[src/rtl/bip_loader_pkg.sv]
// Shared definitions for the BIP UART program loader: FSM encoding, response bytes and
// the default frame header.
package bip_loader_pkg;

  typedef logic [2:0] state_t;

  localparam state_t IDLE    = 3'd0;
  localparam state_t COUNT   = 3'd1;
  localparam state_t HI      = 3'd2;
  localparam state_t LO      = 3'd3;
  localparam state_t CHK     = 3'd4;
  localparam state_t RESP    = 3'd5;
  localparam state_t WAIT_TX = 3'd6;
  localparam state_t RUN     = 3'd7;

  localparam logic [7:0] ACK              = 8'h06;
  localparam logic [7:0] NAK              = 8'h15;
  localparam logic [7:0] HDR_BYTE_DEFAULT = 8'hA5;

  // States in which the inter-byte timeout is armed.
  function automatic logic in_frame(state_t s);
    return (s == COUNT) || (s == HI) || (s == LO) || (s == CHK);
  endfunction

endpackage

[src/rtl/bip_prog_loader_if.sv]
// Byte-stream, response and program-memory write signals between the loader and its
// surroundings (UART RX/TX, program ROM, CPU reset).
interface bip_prog_loader_if #(
  parameter int unsigned MEM_SIZE_ROM = 9,
  parameter int unsigned WORD_WIDTH   = 16
);
  logic [7:0]              i_rx_data;
  logic                    i_rx_done;
  logic                    i_tx_done;
  logic                    o_tx_start;
  logic [7:0]              o_tx_data;
  logic                    o_we;
  logic [MEM_SIZE_ROM-1:0] o_waddr;
  logic [WORD_WIDTH-1:0]   o_wdata;
  logic                    o_cpu_hold;
  logic                    o_done;
  logic                    o_error;

  modport master (
    input  i_rx_data, i_rx_done, i_tx_done,
    output o_tx_start, o_tx_data, o_we, o_waddr, o_wdata, o_cpu_hold, o_done, o_error
  );

  modport slave (
    output i_rx_data, i_rx_done, i_tx_done,
    input  o_tx_start, o_tx_data, o_we, o_waddr, o_wdata, o_cpu_hold, o_done, o_error
  );
endinterface

[src/rtl/bip_loader_timeout.sv]
// Inter-byte idle counter: counts enabled cycles since the last clear and strobes
// o_expire on the cycle the count reaches TIMEOUT_CYCLES-1.
module bip_loader_timeout #(
  parameter int unsigned TIMEOUT_CYCLES = 1000000
) (
  input  logic i_clock,
  input  logic i_reset,
  input  logic i_clear,
  input  logic i_enable,
  output logic o_expire
);
  localparam int unsigned CW = (TIMEOUT_CYCLES > 2) ? $clog2(TIMEOUT_CYCLES) : 1;
  localparam logic [CW-1:0] LAST = CW'(TIMEOUT_CYCLES - 1);

  logic [CW-1:0] cnt_q;

  always_ff @(posedge i_clock or negedge i_reset) begin
    if (!i_reset) begin
      cnt_q <= '0;
    end else if (i_clear || !i_enable) begin
      cnt_q <= '0;
    end else if (cnt_q != LAST) begin
      cnt_q <= cnt_q + 1'b1;
    end
  end

  assign o_expire = i_enable && !i_clear && (cnt_q == LAST);

endmodule

[src/rtl/bip_prog_loader.sv]
// UART program loader: parses HDR/N/words/CHK frames, writes words into program ROM
// while holding the CPU in reset, then answers ACK/NAK and releases the CPU on ACK.
module bip_prog_loader
  import bip_loader_pkg::*;
#(
  parameter int unsigned WORD_WIDTH     = 16,
  parameter int unsigned MEM_SIZE_ROM   = 9,
  parameter int unsigned TIMEOUT_CYCLES = 1000000,
  parameter logic [7:0]  HDR_BYTE       = HDR_BYTE_DEFAULT
) (
  input logic               i_clock,
  input logic               i_reset,
  bip_prog_loader_if.master bus
);
  localparam int unsigned AW = MEM_SIZE_ROM;

  state_t                state_q, state_d;
  logic [7:0]            n_q, n_d;
  logic [AW-1:0]         addr_q, addr_d;
  logic [7:0]            chk_q, chk_d;
  logic [7:0]            hi_q, hi_d;
  logic [7:0]            resp_q, resp_d;
  logic                  tx_start_q, tx_start_d;
  logic                  we_q, we_d;
  logic [AW-1:0]         waddr_q, waddr_d;
  logic [WORD_WIDTH-1:0] wdata_q, wdata_d;
  logic                  hold_q, hold_d;
  logic                  done_q, done_d;
  logic                  error_q, error_d;
  logic                  expire;

  bip_loader_timeout #(
    .TIMEOUT_CYCLES(TIMEOUT_CYCLES)
  ) u_timeout (
    .i_clock (i_clock),
    .i_reset (i_reset),
    .i_clear (bus.i_rx_done),
    .i_enable(in_frame(state_q)),
    .o_expire(expire)
  );

  always_comb begin
    state_d    = state_q;
    n_d        = n_q;
    addr_d     = addr_q;
    chk_d      = chk_q;
    hi_d       = hi_q;
    resp_d     = resp_q;
    tx_start_d = 1'b0;
    we_d       = 1'b0;
    waddr_d    = waddr_q;
    wdata_d    = wdata_q;
    hold_d     = hold_q;
    done_d     = done_q;
    error_d    = error_q;

    case (state_q)
      IDLE, RUN: begin
        if (bus.i_rx_done && bus.i_rx_data == HDR_BYTE) begin
          state_d = COUNT;
          hold_d  = 1'b1;
          done_d  = 1'b0;
          error_d = 1'b0;
        end
      end
      COUNT, HI, LO, CHK: begin
        if (bus.i_rx_done) begin
          unique case (state_q)
            COUNT: begin
              n_d    = bus.i_rx_data;
              addr_d = '0;
              chk_d  = '0;
              if (bus.i_rx_data == 8'd0) begin
                state_d = RESP;
                resp_d  = NAK;
                error_d = 1'b1;
              end else begin
                state_d = HI;
              end
            end
            HI: begin
              hi_d    = bus.i_rx_data;
              chk_d   = chk_q ^ bus.i_rx_data;
              state_d = LO;
            end
            LO: begin
              we_d    = 1'b1;
              waddr_d = addr_q;
              wdata_d = WORD_WIDTH'({hi_q, bus.i_rx_data});
              chk_d   = chk_q ^ bus.i_rx_data;
              addr_d  = addr_q + 1'b1;
              state_d = (addr_q + 1'b1 == AW'(n_q)) ? CHK : HI;
            end
            default: begin
              state_d = RESP;
              if (bus.i_rx_data == chk_q) begin
                resp_d = ACK;
                done_d = 1'b1;
              end else begin
                resp_d  = NAK;
                error_d = 1'b1;
              end
            end
          endcase
        end else if (expire) begin
          // Partial frame: written words stay in ROM, CPU stays held.
          state_d = RESP;
          resp_d  = NAK;
          error_d = 1'b1;
        end
      end
      RESP: begin
        tx_start_d = 1'b1;
        state_d    = WAIT_TX;
      end
      WAIT_TX: begin
        if (bus.i_tx_done) begin
          if (resp_q == ACK) begin
            state_d = RUN;
            hold_d  = 1'b0;
          end else begin
            state_d = IDLE;
          end
        end
      end
      default: state_d = IDLE;
    endcase
  end

  always_ff @(posedge i_clock or negedge i_reset) begin
    if (!i_reset) begin
      state_q    <= IDLE;
      n_q        <= '0;
      addr_q     <= '0;
      chk_q      <= '0;
      hi_q       <= '0;
      resp_q     <= '0;
      tx_start_q <= 1'b0;
      we_q       <= 1'b0;
      waddr_q    <= '0;
      wdata_q    <= '0;
      hold_q     <= 1'b1;
      done_q     <= 1'b0;
      error_q    <= 1'b0;
    end else begin
      state_q    <= state_d;
      n_q        <= n_d;
      addr_q     <= addr_d;
      chk_q      <= chk_d;
      hi_q       <= hi_d;
      resp_q     <= resp_d;
      tx_start_q <= tx_start_d;
      we_q       <= we_d;
      waddr_q    <= waddr_d;
      wdata_q    <= wdata_d;
      hold_q     <= hold_d;
      done_q     <= done_d;
      error_q    <= error_d;
    end
  end

  assign bus.o_tx_start = tx_start_q;
  assign bus.o_tx_data  = resp_q;
  assign bus.o_we       = we_q;
  assign bus.o_waddr    = waddr_q;
  assign bus.o_wdata    = wdata_q;
  assign bus.o_cpu_hold = hold_q;
  assign bus.o_done     = done_q;
  assign bus.o_error    = error_q;

endmodule

[src/flat_wrapper.sv]
// flat-port wrapper written by rule: the top's interface ports become plain ports
module bip_prog_loader_flat import bip_loader_pkg::*;
#(
  parameter int unsigned WORD_WIDTH     = 16,
  parameter int unsigned MEM_SIZE_ROM   = 9,
  parameter int unsigned TIMEOUT_CYCLES = 1000000,
  parameter logic [7:0]  HDR_BYTE       = HDR_BYTE_DEFAULT
)
  (i_clock, i_reset, bus_i_rx_data, bus_i_rx_done, bus_i_tx_done, bus_o_tx_start, bus_o_tx_data, bus_o_we, bus_o_waddr, bus_o_wdata, bus_o_cpu_hold, bus_o_done, bus_o_error);
  bip_prog_loader_if #(.MEM_SIZE_ROM(MEM_SIZE_ROM), .WORD_WIDTH(WORD_WIDTH)) bus_i ();
  input logic i_clock;
  input logic i_reset;
  input wire logic [$bits(bus_i.i_rx_data)-1:0] bus_i_rx_data;
  input wire logic [$bits(bus_i.i_rx_done)-1:0] bus_i_rx_done;
  input wire logic [$bits(bus_i.i_tx_done)-1:0] bus_i_tx_done;
  output wire logic [$bits(bus_i.o_tx_start)-1:0] bus_o_tx_start;
  output wire logic [$bits(bus_i.o_tx_data)-1:0] bus_o_tx_data;
  output wire logic [$bits(bus_i.o_we)-1:0] bus_o_we;
  output wire logic [$bits(bus_i.o_waddr)-1:0] bus_o_waddr;
  output wire logic [$bits(bus_i.o_wdata)-1:0] bus_o_wdata;
  output wire logic [$bits(bus_i.o_cpu_hold)-1:0] bus_o_cpu_hold;
  output wire logic [$bits(bus_i.o_done)-1:0] bus_o_done;
  output wire logic [$bits(bus_i.o_error)-1:0] bus_o_error;
  assign bus_i.i_rx_data = bus_i_rx_data;
  assign bus_i.i_rx_done = bus_i_rx_done;
  assign bus_i.i_tx_done = bus_i_tx_done;
  assign bus_o_tx_start = bus_i.o_tx_start;
  assign bus_o_tx_data = bus_i.o_tx_data;
  assign bus_o_we = bus_i.o_we;
  assign bus_o_waddr = bus_i.o_waddr;
  assign bus_o_wdata = bus_i.o_wdata;
  assign bus_o_cpu_hold = bus_i.o_cpu_hold;
  assign bus_o_done = bus_i.o_done;
  assign bus_o_error = bus_i.o_error;
  bip_prog_loader #(.WORD_WIDTH(WORD_WIDTH), .MEM_SIZE_ROM(MEM_SIZE_ROM), .TIMEOUT_CYCLES(TIMEOUT_CYCLES), .HDR_BYTE(HDR_BYTE)) u_core (.i_clock(i_clock), .i_reset(i_reset), .bus(bus_i));
endmodule
[config.mk]
export PLATFORM = sky130hd
export DESIGN_NAME = bip_prog_loader_flat
export DESIGN_NICKNAME = d
export VERILOG_FILES = /design/src/rtl/bip_loader_pkg.sv /design/src/rtl/bip_prog_loader_if.sv /design/src/rtl/bip_loader_timeout.sv /design/src/rtl/bip_prog_loader.sv /design/src/flat_wrapper.sv
export SDC_FILE = /design/constraint.sdc
export NUM_CORES = 1
export LEC_CHECK = 0
export ABC_AREA = 0
export BUFFER_PORTS_ARGS = -buffer_cell sky130_fd_sc_hd__buf_2
export CAP_MARGIN = 10
export CORE_MARGIN = 2
export CORE_UTILIZATION = 36
export CTS_BUF_LIST = sky130_fd_sc_hd__clkbuf_4 sky130_fd_sc_hd__clkbuf_8
export DETAILED_ROUTE_END_ITERATION = 12
export PLACE_DENSITY = 0.56
export SLEW_MARGIN = 40
export SYNTH_ARGS = -nofsm -noshare
export SYNTH_HDL_FRONTEND = slang
export SYNTH_HIERARCHICAL = 1
export SYNTH_SLANG_ARGS = --single-unit
[constraint.sdc]
create_clock -name i_clock -period 2.6 [get_ports i_clock]
set_input_delay 0.26 -clock i_clock [delete_from_list [all_inputs] [get_ports i_clock]]
set_output_delay 0.26 -clock i_clock [all_outputs]
set_load 0.05 [all_outputs]
==> results.toml <==
[synthesis]
synth_cell_types = 60
syn_area_um2 = 4640
syn_inst = 498
synthSimpleGateAreaFrac = 0.245
synth_adder_area_share = 0.00539
synthFlopType = "dfrtp_1"
synth_top_family_by_area = "simple AND/OR/NAND/NOR gates"
synth-compound-area-share = 0.140
synth-edff-count = 0
yosys_warnings = 6
synth-xor-area-share = 0.0434
synth.area.mux_share = 0.0412
seq_area_frac_synth = 0.480
postSynthRegisterBits = 89
async_flop_share = 1.00
synth.avg_cell_area_um2 = 9.32

[layout]
layoutNonFillerInstCount = 730
fillers = 1272
finalInstanceArea_um2 = 5380
nets = 567
diodes = 0
drive_gt1_frac = 0.220
synthToLayoutAreaGrowth_pct = 15.8

[sta]
fmax_ghz = 0.385
setup_ws_ps = 4.75
final.period_utilization = 0.998
finalSetupViolCount = 0
rsz0062_at_grt = "true"
fin_crit_ps = 2600
clock_skew_ps = 11.7
hold_violations = 0
worst_pin_slew_ps = 760
relSlewSlack = 0.490
slew_viol_final = 0
fin_tns_setup_ps = 0

[grt]
grt_pass1_vias = 3664
antenna_found_initial = 0
gr-usage-all-layers = 0.166
overflow = 0
grt_max_degree = 43
grt_pass1_wl_um = 18700

[place]
post_dp_cell_area_um2 = 5120
dp.cells = 710
globalplace.congestion = 0.801
io_buffers = 45
hpwl_um = 7550
pre_cts_ws_ps = -92.1

[worst_setup_path]
cp_data_required_time_ps = 2830
crit_start = "u_core/u_timeout/cnt_q[11]"
critPathBufInv = 0
critical-path-slowest-cell = "or4_4"
start_kind = "register"
r2r_end = "u_core/state_q[2]"
slowest_delay_ps = 550
reg2reg_depth = 10
r2r-start = "u_core/u_timeout/cnt_q[11]"
critPathTopFamily = "simple AND/OR/NAND/NOR gates"
critical_path_class = "register to register"
end_kind = "register"
cp_max_fo = 7
rrSetupSlack_ps = 5
cp.arrival_ps = 2820
path_cells = "or4_4 -> nor4_4 -> nand2_2 -> nor2_4 -> nor2_2 -> and3_4 -> a221oi_4 -> a21boi_1 -> o31ai_1 -> a31oi_1"

[die]
row_count = 41
die_h_um = 118
fp.coreArea_um2 = 12600
initial_core_util = 0.368
io_pins = 50
dieArea_um2 = 13800
die_x_um = 118

[clock_tree]
cts-htree-levels = 3
cts.sinks = 89
cts-root-buf = "clkbuf_8"
cts_buffers = 9
cts_tree = "yes"
clk_path_buf_depth = 2
clk_latency_ps = 360
clk_pin_slew_ps = 90

[worst_hold_path]
hold_start = "bus_i_rx_data[0]"
min_to = "u_core/bus.o_wdata[0]"
whs_path_depth = 3
hold_class = "input pin to register"

[power]
ir_worst_vdd_v = 0.000626
power_leakage_nw = 2.38
power.density_nw_per_um2 = 1020

[routing]
drtIter0Drc = 266
first_pass_iters = 5
drc = 0
vias = 3799
wl_um = 11100
wl_per_cell_um = 15.2
final_antenna_net_count = 0
vias_per_cell = 5.20

[flow_run]
cap_violations = 0

[outcome]
status = "finished clean"
[how the worst max path moves through the flow]
stage	end	slack, ps	cells after the start
after CTS	u_core/state_q[1]	10	10
after global placement	u_core/state_q[1]	-30	10
final	u_core/state_q[2]	5	10
after global routing	u_core/state_q[2]	-110	10
after floorplan	u_core/state_q[1]	-20	10
after detailed placement	u_core/state_q[2]	-90	10
[cell usage after synthesis, types with 2 or more instances]
master / n / share of area
mux2_2: 17 / 0.041
and2_1: 3 / 0.0040
nand2b_1: 5 / 0.0067
xor2_1: 4 / 0.0075
nand4b_1: 2 / 0.0038
or2_1: 3 / 0.0040
o311ai_0: 2 / 0.0038
clkbuf_1: 8 / 0.0065
and4_1: 2 / 0.0038
a31oi_1: 8 / 0.011
nand4_1: 5 / 0.0067
nand3_1: 21 / 0.023
xnor2_1: 19 / 0.036
nor3_1: 8 / 0.0086
and4_2: 2 / 0.0043
nor4_1: 6 / 0.0081
o31a_1: 2 / 0.0038
nor4_4: 2 / 0.0092
nand2_1: 112 / 0.091
ha_1: 2 / 0.0054
nor2_1: 20 / 0.016
a22o_1: 2 / 0.0038
a211oi_1: 2 / 0.0032
nand3b_1: 2 / 0.0032
nor2b_1: 3 / 0.0040
a21boi_1: 2 / 0.0032
o31ai_1: 11 / 0.018
buf_2: 15 / 0.016
or3_1: 6 / 0.0081
and3_1: 6 / 0.0081
o21a_1: 2 / 0.0032
o21ai_1: 2 / 0.0022
a21oi_1: 20 / 0.022
buf_4: 6 / 0.0097
o41ai_1: 3 / 0.0057
inv_1: 10 / 0.0081
dfrtp_1: 88 / 0.47
o21ai_0: 35 / 0.038
or4_1: 8 / 0.013
o211ai_1: 2 / 0.0032
[final cells by class]
| class | instances | area (um^2) | area share |
|---|---|---|---|
| Timing Repair Buffer | 72 | 433 | 0.0805 |
| Clock inverter | 7 | 77.6 | 0.0144 |
| Sequential cell | 89 | 2230 | 0.414 |
| Tap cell | 172 | 215 | 0.0400 |
| Clock buffer | 9 | 124 | 0.0230 |
| Multi-Input combinational cell | 371 | 2260 | 0.421 |
| Inverter | 10 | 37.5 | 0.00698 |
[worst register-to-register path, stage by stage (launching register included)]
cell,delay [ps]
dfrtp_1,390
or4_4,550
nor4_4,330
nand2_2,120
nor2_4,110
nor2_2,60
and3_4,190
a221oi_4,310
a21boi_1,130
o31ai_1,210
a31oi_1,80
[cell usage in the layout, fill, tap and decap left out, types with 3 or more instances in the layout]
cell type / instances
nor2_1: 18
mux2_2: 17
and2_1: 3
xnor2_1: 19
nand2_1: 111
inv_1: 10
buf_2: 44
nor2b_1: 3
o31ai_1: 11
xor2_1: 4
dfrtp_1: 88
conb_1: 4
or3_1: 6
o41ai_1: 3
nor3_1: 8
nand4_1: 5
and3_1: 5
buf_4: 27
nand2b_1: 5
a31oi_1: 8
or2_1: 3
nor4_1: 6
o21ai_0: 35
a21oi_1: 20
or4_1: 7
clkbuf_8: 9
nand3_1: 21
[state kept, by name (all words and copies together) (netlist names)]
register,count
u_core/u_timeout/cnt_q,20
u_core/bus.o_wdata,16
u_core/addr_q,9
u_core/bus.o_waddr,9
u_core/chk_q,8
u_core/hi_q,8
u_core/n_q,8
u_core/bus.o_tx_data,3
u_core/state_q,3
u_core/bus.o_cpu_hold,1
u_core/bus.o_done,1
u_core/bus.o_error,1
u_core/bus.o_tx_start,1
u_core/bus.o_we,1
[metrics by stage]
stage          hold slack (ps)  power [W]  utilization
2_1_floorplan            -35.6    0.00392            -
3_3_place_gp               288    0.00440        0.406
3_5_place_dp               300    0.00446        0.406
4_1_cts                    182    0.00548        0.424
5_1_grt                    193    0.00581        0.426
6_report                   204    0.00546        0.426
[metal layers]
metal  track usage  wire length, um  vias up
met5             0                0        -
li1              -                -     1858
met2         0.259             5150       74
met3        0.0281              401        8
met4        0.0565               94        0
met1         0.235             5480     1859
[what timing repair did]
action                                  CTS  global route
endpoints found under the setup margin    3             3
endpoints found under the hold margin    39             0
hold buffers                              1             0
setup buffers                             2             1
pin swaps                                 4             7
resized for setup                         2             3
[logic make-up after synthesis]
kind of cell	Yosys count
other	1
adder cells (fa/ha/maj)	2
multiplexers	17
AND/OR/NAND/NOR	223
XOR/XNOR	23
AO/OA/AOI/OAI	102
buffers and inverters	41
flip-flops	89
[where the power goes]
group | internal, W | switching, W | total, W
registers | 0.00178 | 0.000280 | 0.00206
logic | 0.000812 | 0.00160 | 0.00241
clock network | 0.000453 | 0.000533 | 0.000986
total | 0.00305 | 0.00241 | 0.00546
Note: power is estimated with default switching activity, not from simulation.
